==> config.mk <==
export PLATFORM = sky130hd
export DESIGN_NAME = fuzz_vector_sequencer_flat
export DESIGN_NICKNAME = d
export VERILOG_FILES = /design/src/rtl/fuzz_vector_sequencer_if.sv /design/src/rtl/fuzz_vector_sequencer.sv /design/src/flat_wrapper.sv
export SDC_FILE = /design/constraint.sdc
export NUM_CORES = 2
export LEC_CHECK = 0
export CAP_MARGIN = 20
export CORE_ASPECT_RATIO = 1.2
export CORE_MARGIN = 10
export CORE_UTILIZATION = 40
export DETAILED_ROUTE_END_ITERATION = 12
export SLEW_MARGIN = 25
export SYNTH_ARGS = -nofsm -noshare
export SYNTH_HDL_FRONTEND = slang
export SYNTH_SLANG_ARGS = --single-unit
export TNS_END_PERCENT = 5
==> constraint.sdc <==
create_clock -name clk -period 4.8 [get_ports clk]
set_input_delay 1.2 -clock clk [delete_from_list [all_inputs] [get_ports clk]]
set_output_delay 1.2 -clock clk [all_outputs]
set_load 0.01 [all_outputs]
==> src/rtl/fuzz_vector_sequencer_if.sv <==
// Bus between the regression controller / DUT pair and the vector sequencer.
// master: drives config, start and DUT outputs; slave: drives stim and results.
interface fuzz_vector_sequencer_if #(
    parameter int VEC_W = 53,
    parameter int Y_W   = 82,
    parameter int AW    = 5
);
    logic             cfg_we;
    logic [AW-1:0]    cfg_addr;
    logic [VEC_W-1:0] cfg_wdata;
    logic [AW:0]      cfg_num;
    logic             start;
    logic [VEC_W-1:0] stim;
    logic [Y_W-1:0]   y_ref;
    logic [Y_W-1:0]   y_dut;
    logic             busy;
    logic             done;
    logic             mismatch;
    logic [AW-1:0]    mismatch_idx;
    logic [AW:0]      mismatch_count;
    logic [31:0]      signature;

    modport master (
        output cfg_we, cfg_addr, cfg_wdata, cfg_num, start,
        output y_ref, y_dut,
        input  stim, busy, done, mismatch,
        input  mismatch_idx, mismatch_count, signature
    );

    modport slave (
        input  cfg_we, cfg_addr, cfg_wdata, cfg_num, start,
        input  y_ref, y_dut,
        output stim, busy, done, mismatch,
        output mismatch_idx, mismatch_count, signature
    );
endinterface

==> src/rtl/fuzz_vector_sequencer.sv <==
// Replays stored vectors into a DUT/reference pair, compares y, builds a MISR.
// Ports: clk, rst_n (async active-low), bus (slave side of the sequencer bus).
module fuzz_vector_sequencer #(
    parameter int VEC_W = 53,
    parameter int Y_W   = 82,
    parameter int DEPTH = 32,
    parameter int AW    = 5,
    parameter int HOLD  = 2
) (
    input logic                   clk,
    input logic                   rst_n,
    fuzz_vector_sequencer_if.slave bus
);
    typedef enum logic [1:0] {IDLE, ZERO, APPLY, DONE} state_t;

    localparam int HW = (HOLD > 1) ? $clog2(HOLD) : 1;
    localparam logic [HW-1:0] HC_INIT = HW'(HOLD - 1);
    localparam logic [AW:0]   DEPTH_N = (AW + 1)'(DEPTH);

    state_t           state, state_n;
    logic [HW-1:0]    hc, hc_n;
    logic [AW-1:0]    idx, idx_n;
    logic [AW:0]      n, n_n;
    logic [VEC_W-1:0] stim, stim_n;
    logic             busy, busy_n;
    logic             done, done_n;
    logic             mis, mis_n;
    logic [AW-1:0]    midx, midx_n;
    logic [AW:0]      mcnt, mcnt_n;
    logic [31:0]      sig, sig_n;

    logic [VEC_W-1:0] mem [DEPTH];
    logic [31:0]      fold;
    logic [31:0]      sig_step;
    logic [AW-1:0]    idx_inc;
    logic             last;

    assign fold = bus.y_dut[31:0] ^ bus.y_dut[63:32]
                ^ {14'b0, bus.y_dut[81:64]};
    assign sig_step = {sig[30:0], sig[31] ^ sig[21] ^ sig[1] ^ sig[0]}
                    ^ fold;
    assign idx_inc = idx + AW'(1);
    // n is at least 1 whenever APPLY is reached
    assign last = ({1'b0, idx} == n - (AW + 1)'(1));

    // Memory is deliberately outside reset so vectors survive a reset
    always_ff @(posedge clk) begin
        if (rst_n && state == IDLE && bus.cfg_we)
            mem[bus.cfg_addr] <= bus.cfg_wdata;
    end

    always_ff @(posedge clk or negedge rst_n) begin
        if (!rst_n) begin
            state <= IDLE;
            hc    <= '0;
            idx   <= '0;
            n     <= '0;
            stim  <= '0;
            busy  <= 1'b0;
            done  <= 1'b0;
            mis   <= 1'b0;
            midx  <= '0;
            mcnt  <= '0;
            sig   <= '0;
        end else begin
            state <= state_n;
            hc    <= hc_n;
            idx   <= idx_n;
            n     <= n_n;
            stim  <= stim_n;
            busy  <= busy_n;
            done  <= done_n;
            mis   <= mis_n;
            midx  <= midx_n;
            mcnt  <= mcnt_n;
            sig   <= sig_n;
        end
    end

    always_comb begin
        state_n = state;
        hc_n    = hc;
        idx_n   = idx;
        n_n     = n;
        stim_n  = stim;
        busy_n  = busy;
        done_n  = done;
        mis_n   = mis;
        midx_n  = midx;
        mcnt_n  = mcnt;
        sig_n   = sig;
        unique case (state)
            IDLE: begin
                if (bus.start) begin
                    state_n = ZERO;
                    hc_n    = HC_INIT;
                    n_n     = (bus.cfg_num > DEPTH_N) ? DEPTH_N
                                                      : bus.cfg_num;
                    idx_n   = '0;
                    stim_n  = '0;
                    busy_n  = 1'b1;
                    done_n  = 1'b0;
                    mis_n   = 1'b0;
                    midx_n  = '0;
                    mcnt_n  = '0;
                    sig_n   = '0;
                end
            end
            ZERO: begin
                if (hc == '0) begin
                    if (n == '0) begin
                        state_n = DONE;
                        busy_n  = 1'b0;
                        done_n  = 1'b1;
                    end else begin
                        state_n = APPLY;
                        hc_n    = HC_INIT;
                        stim_n  = mem[0];
                    end
                end else begin
                    hc_n = hc - HW'(1);
                end
            end
            APPLY: begin
                if (hc == '0) begin
                    sig_n = sig_step;
                    if (bus.y_ref != bus.y_dut) begin
                        mcnt_n = mcnt + (AW + 1)'(1);
                        if (!mis) begin
                            mis_n  = 1'b1;
                            midx_n = idx;
                        end
                    end
                    if (last) begin
                        state_n = DONE;
                        stim_n  = '0;
                        busy_n  = 1'b0;
                        done_n  = 1'b1;
                    end else begin
                        idx_n  = idx_inc;
                        stim_n = mem[idx_inc];
                        hc_n   = HC_INIT;
                    end
                end else begin
                    hc_n = hc - HW'(1);
                end
            end
            DONE: state_n = IDLE;
            default: state_n = IDLE;
        endcase
    end

    assign bus.stim           = stim;
    assign bus.busy           = busy;
    assign bus.done           = done;
    assign bus.mismatch       = mis;
    assign bus.mismatch_idx   = midx;
    assign bus.mismatch_count = mcnt;
    assign bus.signature      = sig;
endmodule

==> src/flat_wrapper.sv <==
// flat-port wrapper written by rule: the top's interface ports become plain ports
module fuzz_vector_sequencer_flat 
#(
    parameter int VEC_W = 53,
    parameter int Y_W   = 82,
    parameter int DEPTH = 32,
    parameter int AW    = 5,
    parameter int HOLD  = 2
)
  (clk, rst_n, bus_cfg_we, bus_cfg_addr, bus_cfg_wdata, bus_cfg_num, bus_start, bus_y_ref, bus_y_dut, bus_stim, bus_busy, bus_done, bus_mismatch, bus_mismatch_idx, bus_mismatch_count, bus_signature);
  fuzz_vector_sequencer_if #(.VEC_W(VEC_W), .Y_W(Y_W), .AW(AW)) bus_i ();
  input logic clk;
  input logic rst_n;
  input wire logic [$bits(bus_i.cfg_we)-1:0] bus_cfg_we;
  input wire logic [$bits(bus_i.cfg_addr)-1:0] bus_cfg_addr;
  input wire logic [$bits(bus_i.cfg_wdata)-1:0] bus_cfg_wdata;
  input wire logic [$bits(bus_i.cfg_num)-1:0] bus_cfg_num;
  input wire logic [$bits(bus_i.start)-1:0] bus_start;
  input wire logic [$bits(bus_i.y_ref)-1:0] bus_y_ref;
  input wire logic [$bits(bus_i.y_dut)-1:0] bus_y_dut;
  output wire logic [$bits(bus_i.stim)-1:0] bus_stim;
  output wire logic [$bits(bus_i.busy)-1:0] bus_busy;
  output wire logic [$bits(bus_i.done)-1:0] bus_done;
  output wire logic [$bits(bus_i.mismatch)-1:0] bus_mismatch;
  output wire logic [$bits(bus_i.mismatch_idx)-1:0] bus_mismatch_idx;
  output wire logic [$bits(bus_i.mismatch_count)-1:0] bus_mismatch_count;
  output wire logic [$bits(bus_i.signature)-1:0] bus_signature;
  assign bus_i.cfg_we = bus_cfg_we;
  assign bus_i.cfg_addr = bus_cfg_addr;
  assign bus_i.cfg_wdata = bus_cfg_wdata;
  assign bus_i.cfg_num = bus_cfg_num;
  assign bus_i.start = bus_start;
  assign bus_i.y_ref = bus_y_ref;
  assign bus_i.y_dut = bus_y_dut;
  assign bus_stim = bus_i.stim;
  assign bus_busy = bus_i.busy;
  assign bus_done = bus_i.done;
  assign bus_mismatch = bus_i.mismatch;
  assign bus_mismatch_idx = bus_i.mismatch_idx;
  assign bus_mismatch_count = bus_i.mismatch_count;
  assign bus_signature = bus_i.signature;
  fuzz_vector_sequencer #(.VEC_W(VEC_W), .Y_W(Y_W), .DEPTH(DEPTH), .AW(AW), .HOLD(HOLD)) u_core (.clk(clk), .rst_n(rst_n), .bus(bus_i));
endmodule
==> results_dict.tcl <==
set metrics [dict create \
    hold_buffers 0 \
    antenna_found_initial 31 \
    clock_sinks 1809 \
    postRouteAntennaNets 0 \
    synth-simple-area-share_pct 2.26 \
    fin_worst_skew_ns 0.0209 \
    finalSetupTns_ns 0 \
    rrSetupSlack_ns 1.38 \
    worst_hold_path_type "input port to async pin" \
    place_congestion 0.986 \
    cp.arrival_ns 4.17 \
    grt_pass1_vias 36224 \
    ctsResizeCount 0 \
    multi_input_area_sq_um 16800 \
    fin_crit_ns 3.42 \
    crit_path_end_kind "register" \
    routed_wl_mm 199 \
    synthXorXnorAreaFrac_pct 1.72 \
    mostFrequentLayoutCells "edfxtp_1, mux4_2, clkdlybuf4s50_1, clkbuf_16, dfrtp_1" \
    critPathLaunchType "register" \
    yosys.area_share.adder_pct 0.123 \
    worstRegToRegCells 10 \
    irDropWorstVdd_uv 451 \
    grt_pass1_wl_mm 282 \
    wire_per_inst_microns 32.7 \
    std_cell_rows 169 \
    met1_usage_pct 25.9 \
    synth_top_family_by_area "multiplexers" \
    top_usage_layer "met2" \
    yosys_register_bits 1809 \
    start_util_pct 40.2 \
    final.fill_count 14525 \
    fin_hold_ws_ns 0.290 \
    dr.pass1.iters 7 \
    numPortBuffers 330 \
    io_pins 331 \
    grt_use_met3_pct 4.97 \
    clk_pin_slew_ns 0.06 \
    register_area_sq_um 53800 \
    die_y_microns 482 \
    synth_mux_area_share_pct 17.6 \
    postSynth.asyncResetShare_pct 6.25 \
    track_usage_pct 20.3 \
    status "complete, no violations" \
    yosysSeqAreaShare_pct 75.6 \
    crit_required_ns 5.55 \
    worstPathMaxFanout 17 \
    yosysTopAreaCellShare_pct 71.6 \
    area_growth_pct 17.6 \
    synth_top_cell_by_area "edfxtp_1" \
    r2r-end "u_core.bus.mismatch_count[0]$_DFFE_PN0P_" \
    drtIter0Drc 3510 \
    numCtsBuffers 176 \
    insertion_delay_ns 0.82 \
    die_w_microns 405 \
    cts_root_buf "clkbuf_16" \
    ys_top_cells_by_area "edfxtp_1, mux4_2, dfrtp_1" \
    core_area_sq_um 177000 \
    setup_violations 0 \
    cts_max_path_buffers 3 \
    period_share_pct 71.2 \
    r2r-start "u_core.state[0]$_DFFE_PN0P_" \
    leakagePower_nw 26.2 \
    synthesis.instances 3199 \
    fin_nets 3872 \
    cts_setup_buffers 0 \
    synthesis.nets 3438 \
    met2_usage_pct 34.4 \
    post-route-drc-count 0 \
    final_common_cell "edfxtp_1" \
    fmax_ghz 0.293 \
    slew_violations 0 \
    synth-main-ff-cell "edfxtp_1" \
    rsz0062_at_grt "false" \
    drive_gt1_share_pct 25.7 \
    synth_compound_area_share_pct 1.49 \
    via_per_inst 5.74 \
    hold_violations 0 \
    synth_edf_count 1696 \
    dp_hpwl_mm 112 \
    max_cap_viol_count 0 \
    worst_pin_slew_ns 1.01 \
    synth-warning-count 0 \
    fin_cells 6099 \
    syn_avg_cell_area_sq_um 22.2 \
    netlist-cell-type-count 64 \
    slew_headroom_pct 32.5 \
    synthesis.area_sq_um 71100 \
    crit_type "register to register" \
    grt_max_degree 95 \
    cts_tree "built" \
    vias 35031 \
    htreeDepth 4 \
    powerDensity_nw_per_um2 497 \
    dpl.cell_count 5763 \
    gr-total-overflow 0 \
    dieArea_sq_um 195000 \
]
==> critical path, cell delays in order, from the launching register on <==
cell	delay [ns]
dfrtp_1	0.42
inv_1	0.12
ha_1	0.60
inv_1	0.34
a2111o_1	0.36
nor4_1	0.28
nand4_1	0.24
nor4_2	0.25
buf_4	0.24
or2_2	0.28
mux2_2	0.20
==> cell usage after synthesis (24+ instances only) <==
| master | number |
|---|---|
| nand2_1 | 103 |
| nand3_1 | 67 |
| o211ai_1 | 60 |
| buf_2 | 80 |
| nor2_1 | 41 |
| mux4_2 | 530 |
| dfrtp_1 | 113 |
| xor2_1 | 45 |
| clkbuf_1 | 71 |
| o21ai_0 | 48 |
| xnor2_1 | 91 |
| nor2b_1 | 24 |
| edfxtp_1 | 1696 |
| mux2i_1 | 55 |
| nand2b_1 | 27 |
==> routing by layer <==
layer	wire (microns)	vias to the layer above
met4	5790	36
met3	14800	312
li1	-	14319
met1	77900	19112
met2	101000	1252
met5	249	-
==> logic make-up after synthesis <==
logic type                 after synthesis
DFF                                   1809
muxes                                  589
and+or+nand+nor                        320
buffers and inverters                  186
AOI/OAI and AO/OA                      150
xor gates and xnor gates               138
adders and majority gates                7
==> final cells by class <==
class,instances,area share [%]
Sequential cell,1809,64.3
Clock inverter,75,0.822
Antenna cell,7,0.0209
Tap cell,2308,3.45
Timing Repair Buffer,419,5.21
Inverter,23,0.106
Clock buffer,254,5.97
Multi-Input combinational cell,1204,20.1
==> per-stage QoR <==
| stage | area (sq um) | setup WS [ns] | utilization, % | power (W) |
|---|---|---|---|---|
| after floorplan | 71100 | 0.314 | - | 0.0249 |
| after CTS | 83800 | 1.37 | 47.4 | 0.0421 |
| after global routing | 83600 | 1.11 | 47.3 | 0.0432 |
| final | 83600 | 1.38 | 47.3 | 0.0416 |
| after global placement | 78100 | 0.608 | 44.2 | 0.0285 |
| after detailed placement | 78100 | 0.682 | 44.2 | 0.0286 |
==> worst max path at each step <==
stage	from	end	slack, ns
6_report	u_core.state[0]$_DFFE_PN0P_	u_core.bus.mismatch_count[0]$_DFFE_PN0P_	1.38
2_1_floorplan	bus_cfg_we	u_core.mem[20][0]$_DFFE_PP_	0.31
4_1_cts	u_core.idx[0]$_DFFE_PN0P_	u_core.bus.stim[41]$_DFFE_PN0P_	1.37
3_3_place_gp	bus_y_ref[71]	u_core.bus.mismatch_idx[4]$_DFFE_PN0P_	0.61
5_1_grt	u_core.state[0]$_DFFE_PN0P_	u_core.bus.mismatch_idx[2]$_DFFE_PN0P_	1.11
3_5_place_dp	bus_y_dut[27]	u_core.bus.mismatch_idx[2]$_DFFE_PN0P_	0.68
==> sequential cells by signal (all words and copies together) (netlist names), 2 cells and up <==
signal,count
u_core.bus.mismatch_count,6
u_core.bus.stim,53
u_core.state,2
u_core.n,6
u_core.bus.signature,32
u_core.idx,5
u_core.bus.mismatch_idx,5
u_core.mem,1696
==> report_power, final <==
group	total, W	switching (W)	internal, W
Sequential	0.0179	0.000353	0.0176
Clock	0.0136	0.00583	0.00773
Combinational	0.0101	0.00526	0.00486
Total	0.0416	0.0114	0.0302
No activity file was read; power rests on OpenSTA's default activity.
